`src/rtl/alu32_reg.sv`:
```
// Execute-stage ALU: add / xor / sub / signed slt over a structural ripple-carry
// adder, with result and status flags captured in a single output register.

module alu32_fa (
  input  logic a,
  input  logic b,
  input  logic ci,
  output logic s,
  output logic co
);
  logic p;
  assign p  = a ^ b;
  assign s  = p ^ ci;
  assign co = (a & b) | (p & ci);
endmodule

module alu32_ripple #(
  parameter int W = 32
) (
  input  logic [W-1:0] a,
  input  logic [W-1:0] b,
  input  logic         ci,
  output logic [W-1:0] s,
  output logic [W-1:0] c
);
  // Each stage keeps its own scalar carry so the chain is a plain net-to-net ripple.
  for (genvar i = 0; i < W; i++) begin : g_fa
    logic cin;
    logic co;
    if (i == 0) begin : g_lsb
      assign cin = ci;
    end else begin : g_mid
      assign cin = g_fa[i-1].co;
    end
    alu32_fa u_fa (
      .a  (a[i]),
      .b  (b[i]),
      .ci (cin),
      .s  (s[i]),
      .co (co)
    );
    assign c[i] = co;
  end
endmodule

module alu32_reg (
  input  logic        clk,
  input  logic        rst_n,
  input  logic [31:0] BussA,
  input  logic [31:0] BussB,
  input  logic [1:0]  ALUControl,
  output logic [31:0] Output,
  output logic        CarryOut,
  output logic        overflow,
  output logic        negative,
  output logic        zero
);
  localparam int W = 32;

  typedef struct packed {
    logic [W-1:0] res;
    logic         c;
    logic         v;
    logic         n;
    logic         z;
  } alu_rsp_t;

  localparam alu_rsp_t RST_RSP = '{res: '0, c: 1'b0, v: 1'b0, n: 1'b0, z: 1'b1};

  logic         sub;
  logic [W-1:0] bop;
  logic [W-1:0] addsub;
  logic [W-1:0] cy;
  logic [W-1:0] xres;
  logic         slt;
  alu_rsp_t     nxt;
  alu_rsp_t     q;

  // Every mode except plain add drives the adder as A - B, so flags stay meaningful.
  assign sub = ALUControl[1] | ALUControl[0];
  assign bop = sub ? ~BussB : BussB;

  alu32_ripple #(.W(W)) u_add (
    .a  (BussA),
    .b  (bop),
    .ci (sub),
    .s  (addsub),
    .c  (cy)
  );

  assign xres = BussA ^ BussB;

  always_comb begin
    nxt   = RST_RSP;
    nxt.c = cy[W-1];
    nxt.v = cy[W-1] ^ cy[W-2];
    slt   = nxt.v ^ addsub[W-1];
    unique case (ALUControl)
      2'b00:   nxt.res = addsub;
      2'b01:   nxt.res = xres;
      2'b10:   nxt.res = addsub;
      default: nxt.res = {{(W-1){1'b0}}, slt};
    endcase
    nxt.n = nxt.res[W-1];
    nxt.z = ~|nxt.res;
  end

  always_ff @(posedge clk or negedge rst_n) begin
    if (!rst_n) q <= RST_RSP;
    else        q <= nxt;
  end

  assign Output   = q.res;
  assign CarryOut = q.c;
  assign overflow = q.v;
  assign negative = q.n;
  assign zero     = q.z;
endmodule

```
`config.mk`:
```
export PLATFORM = sky130hd
export DESIGN_NAME = alu32_reg
export DESIGN_NICKNAME = d
export VERILOG_FILES = /design/src/rtl/alu32_reg.sv
export SDC_FILE = /design/constraint.sdc
export NUM_CORES = 1
export LEC_CHECK = 0
export ABC_AREA = 1
export CAP_MARGIN = 10
export CORE_ASPECT_RATIO = 0.8
export CORE_MARGIN = 2
export CORE_UTILIZATION = 25
export DETAILED_ROUTE_END_ITERATION = 10
export PLACE_DENSITY = 0.5
export SYNTH_ARGS = -nofsm -noshare
export SYNTH_HDL_FRONTEND = slang
export SYNTH_SLANG_ARGS = --single-unit
```
`constraint.sdc`:
```
create_clock -name clk -period 1.5 [get_ports clk]
set_input_delay 0.3 -clock clk [delete_from_list [all_inputs] [get_ports clk]]
set_output_delay 0.3 -clock clk [all_outputs]
set_load 0.005 [all_outputs]
```
==> flow_summary.toml <==
[synth]
netlist_instances = 367
synth_fp_nets = 467
ys_seq_area_share_pct = 30.25
ys_ff_latch = 35
synth_compound_area_share_pct = 0.1726
synthSimpleGateAreaFrac_pct = 27.19
yosys_warnings = 0
synth_top_family_by_area = "simple AND/OR/NAND/NOR gates"
syn_avg_cell_area_um2 = 7.899
synth_fa_ha_area_share_pct = 22.10
synthXorXnorAreaFrac_pct = 9.668
synthMuxAreaShare_pct = 0
syn-cell-area_um2 = 2899
ys_types = 17

[timing]
fmax_mhz = 81.03
maxSlewHeadroom_pct = 50.88
setup_viol = 34
fin_crit_sh_pct = 822.7
rsz0062_at_grt = "true"
worst_pin_slew_ps = 735.1
fin_crit_ps = 12340
hold_viol_final = 0
drv_slew = 0
worst_slack_ps = -10840

[place]
numPortBuffers = 103
hpwlAfterDp_mm = 5.959
place.gp.congestion = 0.7417

[grt]
grt_max_degree = 32
grt_pass1_wl_mm = 12.52
grt_pass1_vias = 2707
overflow = 0
antenna_found_initial = 0
track_usage_pct = 12.44

[clock_tree]
cts_tree = "yes"
cts_root_buf = "clkbuf_16"
cts.sinks = 35
numCtsBuffers = 5
clk_pin_slew_worst_paths_ps = 60
h-tree-depth = 2
clk_path_buf_depth = 2

[critical_path]
required_ps = 1710
path_common_cell = "fa_2"
arrival_ps = 12550
cp-start-kind = "primary input"
crit_path_top_delay_cell = "fa_2"
end_kind = "flop"
path_class = "primary input to flop"
path_max_fanout = 4
cpPeakStageDelay_ps = 400

[floorplanning]
num_io_pins = 104
die_h_um = 100.3
fp-row-count = 35
chipWidth_um = 124.4
die_area_um2 = 12480
start_util_pct = 25.36
core_um2 = 11430

[hold_path]
hp-class = "primary input to flop"

[job]
drv_cap = 0

[finish]
fin_util_pct = 42.11
drive_gt1_share_pct = 26.31
layout_commonest_cell = "nand2_1"
final_cell_mix = "nand2_1, clkdlybuf4s50_1, inv_1"
diodes = 0
synthToLayoutAreaGrowth_pct = 66.03
nNetsFinal = 616

[outcome]
status = "finished, violations left"
violations = "negative setup slack"

[power_and_ir_drop]
peakVddDrop_v = 0.0003371
fin_total_pwr_mw = 4.017
power_leakage_nw = 2.342
p_per_area_nw_per_um2 = 834.6

[detailed_routing]
vias = 2616
drc = 0
drt_wl_total_mm = 7.386
wl_per_cell_um = 11.11
dr.pass1.iters = 5
ant_nets = 0
viasPerCell = 3.934
initialDrtViolationCount = 89
-- per-stage QoR --
step / TNS (ps) / area, um^2 / cells / hold WS, ps / worst slack [ps]
2_1_floorplan: -211780 / 2994 / 367 / 4.409 / -11350
6_report: -199300 / 4813 / 665 / 361.7 / -10840
3_5_place_dp: -233460 / 4466 / 651 / 268.3 / -12040
4_1_cts: -200780 / 4641 / 662 / 361.1 / -10950
5_1_grt: -205530 / 4813 / 665 / 373.8 / -11140
3_3_place_gp: -232460 / 4466 / 651 / 263.9 / -11950
-- sequential cells by signal, summed over array words and instances, names as in the netlist --
signal and count:
zero 1, Output 31, overflow 1, negative 1, CarryOut 1
-- final cells by class --
cell class	count	area [um^2]
flip-flops and latches	35	877.1
clock buffers	5	125.1
clock inverters	3	15.01
inverters	63	236.5
repair buffers	152	1465
fillers	1114	6616
well taps	148	185.2
multi-input cells	259	1909
-- report_power, final --
part           switching (mW)  internal (mW)
Combinational           0.768           1.08
Sequential             0.0525           1.12
Clock                   0.397          0.606
-- synth_stat cells (all sizes together) --
cell	n	share of area (%)
xnor2	2	0.60
buf	10	2.5
nor2	23	3.2
fa	32	22
dfrtp	34	29
nand3	32	5.5
o21ai	1	0.17
inv	63	8.2
or2	5	1.1
nand2	134	17
dfstp	1	0.91
xor2	30	9.1
-- cells by family after synthesis --
kind of cell    count (synthesis)
buf+inv                        73
fa+ha+maj                      32
xor+xnor                       32
compound gates                  1
flops                          35
simple gates                  194
-- routing by layer --
layer | global-route usage, % | wire length [um]
met1 | 16.47 | 3352
met2 | 21.14 | 3628
met3 | 2.559 | 374
met4 | 2.852 | 31
met5 | 0 | 0
-- final timing paths --
kind                               start              endpoint  depth (start not counted)  slack (ps)
setup / recovery           ALUControl[0]        zero$_DFF_PN1_                         42      -10840
hold / removal                  BussB[1]   Output[1]$_DFF_PN0_                          4         360
max in group asynchronous          rst_n  Output[13]$_DFF_PN0_                          3         560
min in group asynchronous          rst_n   Output[8]$_DFF_PN0_                          2         490
-- timing repair --
item                                    4_1_cts  5_1_grt
endpoints found under the setup margin       36       34
gates cloned                                  0        0
hold buffers                                  1        0
gates resized for setup                      27       47
endpoints found under the hold margin        14        0
pin swaps                                    43       21
buffers inserted                              2       12
-- worst max-delay path, delay by kind of cell --
kind	cells	cell delay, ps
xor gates and xnor gates	1	90
adders and majority gates	31	11270
buffers and inverters	2	170
and+or+nand+nor	8	710
(Power assumes the default switching activity.)
